`config.mk`:
```
export PLATFORM = sky130hd
export DESIGN_NAME = serial_frame_rx
export DESIGN_NICKNAME = d
export VERILOG_FILES = /design/src/rtl/serial_frame_rx.sv
export SDC_FILE = /design/constraint.sdc
export NUM_CORES = 1
export LEC_CHECK = 0
export CORE_UTILIZATION = 52
export CTS_CLUSTER_SIZE = 20
export DETAILED_ROUTE_END_ITERATION = 8
export PLACE_DENSITY = 0.81
export SLEW_MARGIN = 0
export SYNTH_ARGS = -nofsm -noshare
export SYNTH_HDL_FRONTEND = slang
export SYNTH_SLANG_ARGS = --single-unit
```
`constraint.sdc`:
```
create_clock -name clk -period 1.88 [get_ports clk]
set_input_delay 0.376 -clock clk [delete_from_list [all_inputs] [get_ports clk]]
set_output_delay 0.376 -clock clk [all_outputs]
set_load 0.005 [all_outputs]
```
`src/rtl/serial_frame_rx.sv`:
```
// Serial frame receiver: start bit, DATA_W data bits LSB first, optional
// even parity bit, stop bit. Emits a parallel word plus one-cycle strobes.
//
// Ports:
//   clk        - system clock, all state updates on the rising edge
//   rst        - synchronous active-high reset
//   din        - serial bit, sampled every rising edge, idle level 1
//   data_out   - last correctly framed word, held until the next good frame
//   data_valid - one-cycle pulse when data_out is updated
//   parity_err - one-cycle pulse alongside data_valid on parity mismatch
//   frame_err  - one-cycle pulse when the stop bit is sampled low
//   busy       - high while a frame is in progress
module serial_frame_rx #(
  parameter int DATA_W    = 8,
  parameter bit PARITY_EN = 1'b1
) (
  input  logic              clk,
  input  logic              rst,
  input  logic              din,
  output logic [DATA_W-1:0] data_out,
  output logic              data_valid,
  output logic              parity_err,
  output logic              frame_err,
  output logic              busy
);

  localparam int CNT_W = (DATA_W > 1) ? $clog2(DATA_W) : 1;

  typedef enum logic [2:0] {
    S_IDLE,
    S_DATA,
    S_PARITY,
    S_STOP,
    S_WAIT_HIGH
  } state_t;

  state_t              r_state;
  logic [CNT_W-1:0]    r_cnt;
  logic [DATA_W-1:0]   r_shift;
  logic                r_par;
  logic [DATA_W-1:0]   r_dout;
  logic                r_valid;
  logic                r_perr;
  logic                r_ferr;
  logic                r_busy;

  state_t              w_state_nxt;
  logic [CNT_W-1:0]    w_cnt_nxt;
  logic [DATA_W-1:0]   w_shift_nxt;
  logic                w_par_nxt;
  logic [DATA_W-1:0]   w_dout_nxt;
  logic                w_valid_nxt;
  logic                w_perr_nxt;
  logic                w_ferr_nxt;
  logic                w_busy_nxt;
  logic                w_last_bit;

  assign w_last_bit = (r_cnt == CNT_W'(DATA_W - 1));

  always_ff @(posedge clk) begin
    if (rst) begin
      r_state <= S_IDLE;
      r_cnt   <= '0;
      r_shift <= '0;
      r_par   <= 1'b0;
      r_dout  <= '0;
      r_valid <= 1'b0;
      r_perr  <= 1'b0;
      r_ferr  <= 1'b0;
      r_busy  <= 1'b0;
    end else begin
      r_state <= w_state_nxt;
      r_cnt   <= w_cnt_nxt;
      r_shift <= w_shift_nxt;
      r_par   <= w_par_nxt;
      r_dout  <= w_dout_nxt;
      r_valid <= w_valid_nxt;
      r_perr  <= w_perr_nxt;
      r_ferr  <= w_ferr_nxt;
      r_busy  <= w_busy_nxt;
    end
  end

  always_comb begin
    w_state_nxt = r_state;
    w_cnt_nxt   = r_cnt;
    w_shift_nxt = r_shift;
    w_par_nxt   = r_par;
    w_dout_nxt  = r_dout;
    w_valid_nxt = 1'b0;
    w_perr_nxt  = 1'b0;
    w_ferr_nxt  = 1'b0;

    unique case (r_state)
      S_IDLE: begin
        if (!din) begin
          w_state_nxt = S_DATA;
          w_cnt_nxt   = '0;
        end
      end
      S_DATA: begin
        // Right shift: after DATA_W bits the first bit sits in bit 0.
        w_shift_nxt = {din, r_shift[DATA_W-1:1]};
        w_cnt_nxt   = r_cnt + CNT_W'(1);
        if (w_last_bit) begin
          w_state_nxt = PARITY_EN ? S_PARITY : S_STOP;
        end
      end
      S_PARITY: begin
        w_par_nxt   = din;
        w_state_nxt = S_STOP;
      end
      S_STOP: begin
        if (din) begin
          w_dout_nxt  = r_shift;
          w_valid_nxt = 1'b1;
          w_perr_nxt  = PARITY_EN & (^r_shift ^ r_par);
          w_state_nxt = S_IDLE;
        end else begin
          w_ferr_nxt  = 1'b1;
          w_state_nxt = S_WAIT_HIGH;
        end
      end
      S_WAIT_HIGH: begin
        // A held-low line must not be mistaken for a new start bit.
        if (din) begin
          w_state_nxt = S_IDLE;
        end
      end
      default: begin
        w_state_nxt = S_IDLE;
      end
    endcase

    // Stays high for the cycle after the stop edge so the strobe
    // cycle is still flagged as part of the frame.
    w_busy_nxt = (w_state_nxt != S_IDLE) || (r_state == S_STOP);
  end

  assign data_out   = r_dout;
  assign data_valid = r_valid;
  assign parity_err = r_perr;
  assign frame_err  = r_ferr;
  assign busy       = r_busy;

endmodule
```
==> qor.txt <==
CLOCK NETWORK
-----------------------------------------------------------------------------------
Number of sinks on the clock net                                                 27
Cell chosen for the clock root                                         sky130_fd_sc_hd__clkbuf_4
Post-CTS Repair Setup Buffers                                                     0
Clock Path Buffers                                                                2
Count of cells resized by post-cts repair                                         0
Hold buffers post-CTS                                                             0
Clock insertion delay at the later pin of the skew report                   0.33 ns
H-tree levels                                                                     1
Cts bufs inserted                                                                 3
CTS tree                                                                        yes
Clk slew on worst S/H paths                                                 0.14 ns

CRITICAL PATH
-----------------------------------------------------------------------------------
Worst setup path class                                                      reg2out
Critical Path Slowest Stage Cell                                       sky130_fd_sc_hd__clkdlybuf4s50_1
Largest fanout on the critical path                                               2
Flop-to-flop setup slack                                                    0.33 ns
Critical register-to-register path startpoint                          r_state[0]$_SDFF_PP0_
RR Endpoint                                                            r_shift[1]$_SDFFE_PP0P_
Worst path max stage delay                                                  0.51 ns
Critical Path Sink Type                                                  output pin
CP required                                                                 1.50 ns
Family with the most delay on the worst path                           buffers and inverters
Critical Path Start Type                                                  flip-flop
Critical path arrival                                                       1.20 ns
Number of cells on the worst reg-to-reg path                                      4
Buffers and inverters on the worst path                                           1
Critical Path, Cell by Cell                                            clkdlybuf4s50_1

SYNTHESIS
-----------------------------------------------------------------------------------
Post-synthesis instance total                                                   117
Mux cell area share after synthesis                                          0.0926
Yosys top cell area share                                                     0.488
Library cell occupying the most area in the post-synthesis netlist     sky130_fd_sc_hd__dfxtp_1
Syn. warnings                                                                     0
Post-Synth Simple-Gate Area                                                   0.193
Syn_area_per_cell                                                          9.47 µm²
Post-synthesis compound-gate area fraction                                    0.100
Count of state elements after synthesis                                          27
Library cells used by synthesis                                                  30
Main combinational cell family by area after synthesis                 simple AND/OR/NAND/NOR gates
Post-Synthesis Cell Area                                                   1110 µm²
Synth top area cells                                                   sky130_fd_sc_hd__dfxtp_1 (49%), sky130_fd_sc_hd__mux2i_1 (7.2%), sky130_fd_sc_hd__nand2_1 (6.4%)
Sequential area share after synthesis                                         0.488
Synth Area in Adders                                                         0.0226
Post-Syn Nets                                                                   122
Area share of xor/xnor cells in the synthesized design                       0.0643

DETAILED ROUTING
-----------------------------------------------------------------------------------
Total wirelength of the detailed-routed design                              1.85 mm
Final routed DRC violation total                                                  0
Count of nets left with antenna violations after detail routing                   0
DR vias/cell                                                                   5.34
Wire per inst                                                               11.9 µm
Count of vias placed by the detailed router                                     828
DRC marker count from the first detailed-route iteration                         12
Number of detailed-routing iterations run before antenna repair                   4

FLOORPLAN
-----------------------------------------------------------------------------------
# IOs                                                                            15
Die boundary height                                                         48.2 µm
Placement row count                                                              16
Core region area                                                           1980 µm²
DIE AREA                                                                   2320 µm²
Die width                                                                   48.2 µm
Starting utilization of the core area                                         0.559

PLACED DESIGN
-----------------------------------------------------------------------------------
Post-Place Cell Area                                                       1260 µm²
Dpl hpwl                                                                    1.31 mm
Final Wtd Congestion                                                          0.784
Number of input and output port buffers inserted                                 14
Place WS                                                                   0.186 ns
Post-Place Cells                                                                151

GRT
-----------------------------------------------------------------------------------
Vias in the first global route                                                  654
Combined global-route utilization of all metal layers                         0.188
Maximum number of pins on one net before global-route repair                     21
Gr ovfl total                                                                     0
Number of antenna violations at the first check in global routing                 0
Wire length of the first global-routing pass                                2.93 mm

CELLS AND AREA
-----------------------------------------------------------------------------------
Nets@finish                                                                     134
Design area                                                                1290 µm²
Fin util                                                                      0.650
Fraction of layout instances using a drive strength above 1                  0.0781
Antenna cell count                                                                0
Layout overhead on the synthesized area                                       16.3%
Number of fill cells                                                            161
Count of placed standard cells in the final layout, fillers left out            155

PWR
-----------------------------------------------------------------------------------
Clock network fraction of total power                                         0.278
Part of the total power dissipated in combinational logic                     0.063
Net switching share of the total power                                        0.229
Total power per unit cell area                                           693 nW/µm²
LEAKAGE                                                                    0.492 nW
IR Drop Worst-Case VDD                                                     0.481 mV
Int Pwr                                                                    0.688 mW
Part of the total power dissipated in sequential elements                     0.660
Switching power summed over all nets                                       0.204 mW
Total Power Consumption                                                    0.892 mW

STA
-----------------------------------------------------------------------------------
Final slew viol count                                                             0
Slew at the pin with the worst max-slew slack                              0.405 ns
Final Hold Viols                                                                  0
Period minus WS final                                                       1.58 ns
Worst hold-check slack                                                     0.464 ns
Final period util                                                             0.838
Clk_skew                                                                 0.00378 ns
Relative max-transition margin                                                0.729
Setup_tns                                                                      0 ns
Final setup violation count                                                       0
Slack of the critical path                                                 0.304 ns
F_max                                                                       635 MHz
Setup repair after global routing missed its margin                              no

WORST HOLD PATH
-----------------------------------------------------------------------------------
Worst Hold Path Cells                                                             2
Path category of the worst min-delay check                                  reg2reg
Startpoint of the worst hold path                                      data_out[0]$_SDFFE_PP0P_
Hold path endpoint                                                     data_out[0]$_SDFFE_PP0P_

RUN STATUS
-----------------------------------------------------------------------------------
Outcome                                                                finished, final reports clean

RUN
-----------------------------------------------------------------------------------
Max-cap viol count                                                                0

==> power groups by stage <==
stage	combinational, mW	sequential (mW)	clock, mW
2_1_floorplan	0.0452	0.598	0
3_3_place_gp	0.0544	0.602	0
3_5_place_dp	0.0561	0.602	0
4_1_cts	0.0560	0.589	0.259
5_1_grt	0.0611	0.591	0.279
6_report	0.0558	0.589	0.248
==> worst max path at each step <==
stage                                  start                       end  cells after the start
floorplan                                din     parity_err$_SDFF_PP0_                      5
global placement                         din  data_out[1]$_SDFFE_PP0P_                      4
detailed placement                       din  data_out[7]$_SDFFE_PP0P_                      4
CTS                 data_out[6]$_SDFFE_PP0P_               data_out[6]                      1
global route           r_state[0]$_SDFF_PP0_   r_shift[1]$_SDFFE_PP0P_                      4
finish              data_out[6]$_SDFFE_PP0P_               data_out[6]                      1
==> state kept, by name, summed over array words and instances (netlist names) <==
| signal | flops |
|---|---|
| data_out | 8 |
| r_shift | 8 |
| r_cnt | 3 |
| r_state | 3 |
| busy | 1 |
| data_valid | 1 |
| frame_err | 1 |
| parity_err | 1 |
| r_par | 1 |
==> routing by layer <==
layer  GRT usage  routed length (µm)  part of all wire  vias up
met2       0.251                 828              0.45       14
met5           0                   0                 0        -
met4       0.117                  50             0.027        0
met1       0.278                 909              0.49      383
met3      0.0333                  61             0.033        5
li1            -                   -                 -      426
==> layout by cell type (no fill, tap or decap) <==
cell type / netlist / routed
sky130_fd_sc_hd__a2111oi_0: 1 / 1
sky130_fd_sc_hd__a211oi_1: 2 / 2
sky130_fd_sc_hd__a21oi_1: 12 / 12
sky130_fd_sc_hd__and3b_1: 1 / 1
sky130_fd_sc_hd__and4b_1: 1 / 1
sky130_fd_sc_hd__buf_4: 1 / 3
sky130_fd_sc_hd__clkbuf_4: 0 / 3
sky130_fd_sc_hd__clkdlybuf4s50_1: 0 / 14
sky130_fd_sc_hd__clkinv_2: 0 / 1
sky130_fd_sc_hd__dfxtp_1: 27 / 27
sky130_fd_sc_hd__ha_1: 2 / 2
sky130_fd_sc_hd__mux2_1: 1 / 1
sky130_fd_sc_hd__mux2_2: 1 / 1
sky130_fd_sc_hd__mux2i_1: 8 / 8
sky130_fd_sc_hd__nand2_1: 19 / 19
sky130_fd_sc_hd__nand2b_1: 1 / 1
sky130_fd_sc_hd__nand3b_1: 1 / 1
sky130_fd_sc_hd__nand4b_1: 1 / 1
sky130_fd_sc_hd__nor2_1: 12 / 12
sky130_fd_sc_hd__nor2b_1: 1 / 1
sky130_fd_sc_hd__nor3_1: 3 / 3
sky130_fd_sc_hd__nor3b_1: 1 / 1
sky130_fd_sc_hd__nor3b_2: 1 / 1
sky130_fd_sc_hd__nor4_1: 1 / 1
sky130_fd_sc_hd__o21a_1: 1 / 1
sky130_fd_sc_hd__o21ai_0: 1 / 1
sky130_fd_sc_hd__o31ai_1: 2 / 2
sky130_fd_sc_hd__or3b_2: 1 / 1
sky130_fd_sc_hd__xnor2_1: 2 / 2
sky130_fd_sc_hd__xnor3_1: 2 / 2
sky130_fd_sc_hd__xor2_1: 1 / 1
==> cell type report <==
type	instances	area [µm²]	area share
Sequential cell	27	541	0.419
Multi-Input combinational cell	80	524	0.407
Timing Repair Buffer	17	163	0.126
Tap cell	27	33.8	0.0262
Clock buffer	3	22.5	0.0175
Clock inverter	1	5.00	0.00388
==> cell families (layout without fill, tap and decap cells) <==
group	after synthesis	after routing
fa+ha+maj	2	2
xor+xnor	5	5
mux	10	10
compound gates	19	19
flops	27	27
simple gates	44	44
buf+inv	10	21
==> Yosys cell counts <==
cell type                   instances
sky130_fd_sc_hd__a2111oi_0          1
sky130_fd_sc_hd__or3b_2             1
sky130_fd_sc_hd__xor2_1             1
sky130_fd_sc_hd__nor3b_1            1
sky130_fd_sc_hd__nand4b_1           1
sky130_fd_sc_hd__o31ai_1            2
sky130_fd_sc_hd__xnor3_1            2
sky130_fd_sc_hd__nor2b_1            1
sky130_fd_sc_hd__mux2i_1            8
sky130_fd_sc_hd__mux2_2             1
sky130_fd_sc_hd__dfxtp_1           27
sky130_fd_sc_hd__and4b_1            1
sky130_fd_sc_hd__a211oi_1           2
sky130_fd_sc_hd__nand3b_1           1
sky130_fd_sc_hd__a21oi_1           12
sky130_fd_sc_hd__buf_2              2
sky130_fd_sc_hd__nand2_1           19
sky130_fd_sc_hd__clkbuf_1           7
sky130_fd_sc_hd__and3b_1            1
sky130_fd_sc_hd__mux2_1             1
sky130_fd_sc_hd__o21ai_0            1
sky130_fd_sc_hd__xnor2_1            2
sky130_fd_sc_hd__nor3_1             3
sky130_fd_sc_hd__nand2b_1           1
sky130_fd_sc_hd__nor2_1            12
sky130_fd_sc_hd__o21a_1             1
sky130_fd_sc_hd__ha_1               2
sky130_fd_sc_hd__nor3b_2            1
sky130_fd_sc_hd__nor4_1             1
sky130_fd_sc_hd__buf_4              1
Power figures use the tool's default switching activity.
